[src/rtl/stream_rr_mux.sv]
// stream_rr_mux -- N-to-1 valid/ready stream multiplexer with round-robin
// arbitration and packet locking. Once a channel is granted it owns the
// output until its last beat is accepted, so packets never interleave.
// The output beat is registered (one-deep skid-free register).
//
// Build option:
//   STREAM_RR_MUX_PRIO_EN -- adds prio_mask; in IDLE, valid channels with
//                            their mask bit set win over all others.
//
// Ports:
//   clk, rst            clock, synchronous active-high reset
//   in_data             NUM_IN packed words, channel i at [i*WIDTH +: WIDTH]
//   in_valid/in_last    per-channel beat valid / end-of-packet
//   in_ready            per-channel accept (only the granted channel)
//   out_data/valid/last registered output beat
//   out_src             channel that produced the current output beat
//   out_ready           downstream accept
//   prio_mask           (STREAM_RR_MUX_PRIO_EN only) priority channels

// Per-channel slice: ready/accept for one input lane.
module stream_rr_mux_lane #(
  parameter int SEL_W = 2,
  parameter int IDX   = 0
) (
  input  logic             valid,
  input  logic             lock_open,  // LOCK, not in reset, output can take a beat
  input  logic [SEL_W-1:0] grant,
  output logic             ready,
  output logic             acc
);
  localparam logic [SEL_W-1:0] ID = IDX[SEL_W-1:0];

  assign ready = lock_open & (grant == ID);
  assign acc   = ready & valid;
endmodule

module stream_rr_mux #(
  parameter int WIDTH  = 8,
  parameter int NUM_IN = 4,
  parameter int SEL_W  = 2
) (
  input  logic                    clk,
  input  logic                    rst,
  input  logic [NUM_IN*WIDTH-1:0] in_data,
  input  logic [NUM_IN-1:0]       in_valid,
  input  logic [NUM_IN-1:0]       in_last,
  output logic [NUM_IN-1:0]       in_ready,
  output logic [WIDTH-1:0]        out_data,
  output logic                    out_valid,
  output logic                    out_last,
  output logic [SEL_W-1:0]        out_src,
  input  logic                    out_ready
`ifdef STREAM_RR_MUX_PRIO_EN
  ,
  input  logic [NUM_IN-1:0]       prio_mask
`endif
);

  typedef enum logic {IDLE, LOCK} state_t;

  state_t              state;
  logic [SEL_W-1:0]    grant, rr_ptr, arb_idx, nxt_ptr;
  logic                arb_found, lock_open, accept, sel_last;
  logic [NUM_IN-1:0]   pmask, req_sel, acc_v;
  logic [WIDTH-1:0]    sel_data;

`ifdef STREAM_RR_MUX_PRIO_EN
  assign pmask = prio_mask;
`else
  assign pmask = '0;
`endif

  // Priority channels narrow the request set only when at least one of
  // them is actually valid; otherwise plain round-robin over all valids.
  assign req_sel = (|(in_valid & pmask)) ? (in_valid & pmask) : in_valid;

  // Reset gates ready combinationally so nothing is accepted in a reset cycle.
  assign lock_open = (state == LOCK) & ~rst & (~out_valid | out_ready);

  for (genvar i = 0; i < NUM_IN; i++) begin : g_lane
    stream_rr_mux_lane #(.SEL_W(SEL_W), .IDX(i)) u_lane (
      .valid     (in_valid[i]),
      .lock_open (lock_open),
      .grant     (grant),
      .ready     (in_ready[i]),
      .acc       (acc_v[i])
    );
  end

  assign accept = |acc_v;

  // Granted channel's beat.
  always_comb begin
    sel_data = '0;
    sel_last = 1'b0;
    for (int i = 0; i < NUM_IN; i++) begin
      if (grant == i[SEL_W-1:0]) begin
        sel_data = in_data[i*WIDTH +: WIDTH];
        sel_last = in_last[i];
      end
    end
  end

  // Round-robin scan: rr_ptr, rr_ptr+1, ... wrapping at NUM_IN (not 2**SEL_W).
  always_comb begin
    int idx;
    arb_found = 1'b0;
    arb_idx   = '0;
    idx       = 0;
    for (int k = 0; k < NUM_IN; k++) begin
      idx = int'(rr_ptr) + k;
      if (idx >= NUM_IN) idx = idx - NUM_IN;
      if (!arb_found && req_sel[idx]) begin
        arb_found = 1'b1;
        arb_idx   = idx[SEL_W-1:0];
      end
    end
  end

  assign nxt_ptr = (int'(grant) == NUM_IN - 1) ? '0 : grant + SEL_W'(1);

  always_ff @(posedge clk) begin
    if (rst) begin
      state     <= IDLE;
      grant     <= '0;
      rr_ptr    <= '0;
      out_data  <= '0;
      out_valid <= 1'b0;
      out_last  <= 1'b0;
      out_src   <= '0;
    end else begin
      // Output register: load on accept, drain when downstream takes it.
      if (accept) begin
        out_data  <= sel_data;
        out_last  <= sel_last;
        out_src   <= grant;
        out_valid <= 1'b1;
      end else if (out_ready) begin
        out_valid <= 1'b0;
      end

      case (state)
        IDLE: begin
          if (arb_found) begin
            grant <= arb_idx;
            state <= LOCK;
          end
        end
        LOCK: begin
          // Held until the last beat; a stalled source just waits here.
          if (accept && sel_last) begin
            state  <= IDLE;
            rr_ptr <= nxt_ptr;
          end
        end
      endcase
    end
  end

endmodule

[config.mk]
export PLATFORM = sky130hd
export DESIGN_NAME = stream_rr_mux
export DESIGN_NICKNAME = d
export VERILOG_FILES = /design/src/rtl/stream_rr_mux.sv
export SDC_FILE = /design/constraint.sdc
export NUM_CORES = 1
export LEC_CHECK = 0
export ABC_AREA = 1
export CORE_MARGIN = 8
export CORE_UTILIZATION = 40
export CTS_BUF_LIST = sky130_fd_sc_hd__clkbuf_16
export DETAILED_ROUTE_END_ITERATION = 10
export PLACE_DENSITY = 0.76
export SYNTH_ARGS = -nofsm -noshare
export SYNTH_HDL_FRONTEND = slang
export SYNTH_SLANG_ARGS = --single-unit
[constraint.sdc]
create_clock -name clk -period 3.3 [get_ports clk]
set_input_delay 0.66 -clock clk [delete_from_list [all_inputs] [get_ports clk]]
set_output_delay 0.66 -clock clk [all_outputs]
set_load 0.05 [all_outputs]
-- Word-level counts from Yosys, hierarchy flattened
Index checks and enable logic that the tools add are counted.
Widths: inputs -> output; s select.
- register bits: 17
- input port bits: 43
- word-level logic and storage cells: 91
- add/subtract/negate cells: 8
- $lt $le $gt $ge: 8
- eq/ne operators: 4
- multiplexer cells: 38
- bitwise logic cells: 14
- reductions and logical operators: 12
- operators by type and width (operator ; number):
    $lt 32x4->1 const B ; 4
    $mux 32 ; 4
    $mux 8 ; 4
    $mux 1 ; 20
    $sub 3x3->4 const B ; 3
    $and 1x1->1 ; 10
    $mux 2 ; 5
    $ge 3x3->1 const B ; 3
    $bmux 1 s2 ; 4
    $add 2x2->3 const B ; 2
    $eq 2x1->1 const B ; 2
    $eq 2x2->1 const B ; 2
    $logic_and 1x1->1 ; 4
    $reduce_and 2->1 ; 2
    $reduce_or 4->1 ; 1
    $sub 2x3->4 const B ; 1
    $add 2x1->3 const B ; 1
    $ge 2x3->1 const B ; 1
    $logic_not 1->1 ; 3
    $not 1->1 ; 3
    $add 2x1->2 const B ; 1
    $logic_not 2->1 ; 1
    $pmux 1 s2 ; 1
    $reduce_bool 2->1 ; 1
    $or 1x1->1 ; 1

-- Logic depth before layout (Yosys ltp)
- word-level depth: 17
- mapped depth: 12

-- Hierarchy
A second synthesis with hierarchy kept.
- cells, all modules: 219
- area total of the unflattened synthesis: 1375.1 sq um
- by module, submodules not included (module ; instances ; cells each ; area an instance (sq um) ; seq. area each (sq um)):
    stream_rr_mux ; 1 ; 200 ; 1275.0 ; 340.3
    stream_rr_mux_lane (g_lane[1].u_lane ...) ; 2 ; 5 ; 27.5 ; 0.0
    stream_rr_mux_lane (g_lane[3].u_lane) ; 1 ; 4 ; 23.8 ; 0.0
    stream_rr_mux_lane (g_lane[0].u_lane) ; 1 ; 5 ; 21.3 ; 0.0

-- Least setup slack after synthesis
No wires, ideal clock.
- path type: input to output
- start point: input out_ready
- end point: output in_ready[0]
- arrival: 1248 ps
- required time: 2640 ps
- setup slack: 1392 ps
- stages on the path: 5
- path buffers: 1
- cell sequence: inv_1 -> nand2_1 -> nand3_4 -> nor2_2 -> buf_4
- cells in the longest elaborated chain, start to end: 3
- RTL lines (what ; line ; RTL):
    start: declaration ; 52 ; input logic out_ready
    $or 1x1->1 ; 78 ; assign lock_open = (state == LOCK) & ~rst & (~out_valid | out_ready);
    $and 1x1->1 ; 78 ;
    $and 1x1->1 ; 33 ; assign ready = lock_open & (grant == ID);
    end: declaration ; 47 ; output logic [NUM_IN-1:0] in_ready,
No other way between the ends.

-- Worst setup path in the final report
- start point: input rst
- end point: output in_ready[0]
- cells in the longest elaborated chain, start to end: 4
- RTL lines (what ; line ; RTL):
    start: declaration ; 43 ; input logic rst,
    $not 1->1 ; 78 ;
    $and 1x1->1 (2 in a row) ; 78 ;
    $and 1x1->1 ; 33 ;
No other way between the ends.

==> metrics.yaml <==
dieArea_sq_um: 5560
fin_setup_tns_ns: 0
power_mw: 0.918
synth_area_sq_um: 1370
antenna_found_initial: 0
cts_buffers: 3
holdBufCountCts: 0
track_usage_pct: 14.9
fmax_ghz: 0.378
peakVddDrop_v: 0.000258
synth.largest_area_cell: "dfxtp_1"
fin_cells: 320
die_width_um: 74.6
synth_top_area_share_pct: 24.8
status: "complete, no violations"
port_buffers: 58
synth_edf_count: 0
synth.most_common_cell: "nand2_1"
synth-main-ff-cell: "dfxtp_1"
drive_gt1_share_pct: 13.9
avgSynthCellArea_sq_um: 6.13
start_util_pct: 41.5
hold_ws_ns: 0.466
grt_max_degree: 19
num_io_pins: 59
critPathMaxStageDelay_ns: 0.54
drc_errors: 0
async_flop_share_pct: 0
cp_slowest_cell: "clkdlybuf4s50_1"
gp_routability_congestion: 0.802
crit_type: "input pin to output pin"
cts_tree: "done"
synth_cells: 224
post-route-min-period_ns: 2.65
dp_hpwl_um: 3230
clkSinkCount: 17
ys_ff_latch: 17
drtAntennaViolNets: 0
end_kind: "output pin"
worstSetupStartpointType: "input pin"
syn_nets: 271
setup_viol: 0
leakage_nw: 0.879
core.rowCount: 21
synthTopCellsByArea: "dfxtp_1, nand2_1, o21ai_0"
grt_first_pass_wirelength_um: 6530
hold_class: "flop to flop"
clk_path_buf_depth: 2
wl_per_cell_um: 12.8
cp.arrival_ns: 1.99
clkLatencyLatePin_ns: 0.24
path_cells: "clkdlybuf4s50_1, inv_2, nand3_4, nor2_2, buf_12"
die_h_um: 74.6
crit_required_ns: 2.64
design_area_sq_um: 2020
drt_iter0_drc: 96
ys_types: 23
p_per_area_nw_per_um2: 454
antenna_cells: 0
tightest_slew_ns: 0.528
hold_viol_final: 0
ys.warnings.count: 0
grt-ovfl-total: 0
synth_commonest_cells: "nand2_1, nor2_1, o21ai_0"
vias: 1520
grt_pass1_vias: 1416
vias_per_cell: 4.75
core_area_sq_um: 3310
drt_wl_total_um: 4080
relSlewSlack_pct: 64.7
cp_max_fo: 12
path_clk_slew_ns: 0.05
fin_nets: 322
finClkSkew_ns: 0.00457
cts-resized-gates: 0
synth.yosys.seq_area_share_pct: 24.8
drv_slew: 0
first_pass_iters: 6
post-cts-setup-buffers: 0
drv_cap: 0
place_area_sq_um: 1940
dp.cells: 316
root_buffer: "clkbuf_16"
ctsHtreeMaxLevel: 1
fin_crit_sh_pct: 80.3
area_growth_pct: 47.3
rsz0062_at_grt: "false"
cell families (layout without fill, tap and decap cells):
family	Yosys count	in the layout	synth area share, %
flip-flops	17	17	24.8
adder cells (fa/ha/maj)	4	4	3.65
AND/OR/NAND/NOR	126	126	43.5
AO/OA/AOI/OAI	45	45	16.6
buffers and inverters	32	82	11.5
report_power, final:
group | total, mW | internal (mW) | switching [mW]
combinational | 0.437 | 0.171 | 0.266
sequential | 0.250 | 0.230 | 0.0208
clock | 0.231 | 0.160 | 0.0709
final timing paths:
check | start | endpoint | slack [ns] | depth (start not counted)
worst max-delay path | rst | in_ready[0] | 0.65 | 5
worst min-delay path | out_data[5]$_SDFFE_PP0P_ | out_data[5]$_SDFFE_PP0P_ | 0.47 | 2
worst max register to register | grant[1]$_SDFFE_PP0P_ | out_last$_SDFFE_PP0P_ | 1.19 | 11
worst min register to register | out_data[5]$_SDFFE_PP0P_ | out_data[5]$_SDFFE_PP0P_ | 0.47 | 2
layer usage:
layer	global-route usage, %	routed length (um)
met1	17.4	1760
met4	2.61	14
met3	4.04	378
met2	26.5	1930
met5	0	0
cell usage in the layout (no fill, tap or decap), types with 8 or more instances in the layout:
master           netlist  layout
dfxtp_1               17      17
nand2_2                9       9
nor2_1                25      25
nand3_1                9       9
nand2_1               69      69
inv_1                 12      13
clkdlybuf4s50_1        0      54
inv_2                  8       8
a21oi_1               16      16
o21ai_0               21      21
per-stage QoR:
stage / setup WS (ns) / utilization, %
detailed placement: 0.685 / 58.7
global placement: 0.713 / 58.7
global route: 0.570 / 61.1
CTS: 0.670 / 61.1
finish: 0.652 / 61.1
floorplan: 1.39 / -
cell type report:
class                   instances  area (sq um)
fillers                       320          1290
multi-input cells             175           875
repair buffers                 58           596
flip-flops and latches         17           340
clock buffers                   3          75.1
inverters                      20          75.1
well taps                      46          57.6
clock inverters                 1          3.75
critical path: cells and delay by family:
family                 cells  cell delay, ns
buffers and inverters      3            0.96
AND/OR/NAND/NOR            2            0.37
state kept, by name, indices dropped and copies added, names as in the netlist:
signal / count
grant: 2
out_data: 8
out_valid: 1
out_src: 2
rr_ptr: 2
out_last: 1
state: 1
Power figures use the tool's default switching activity.
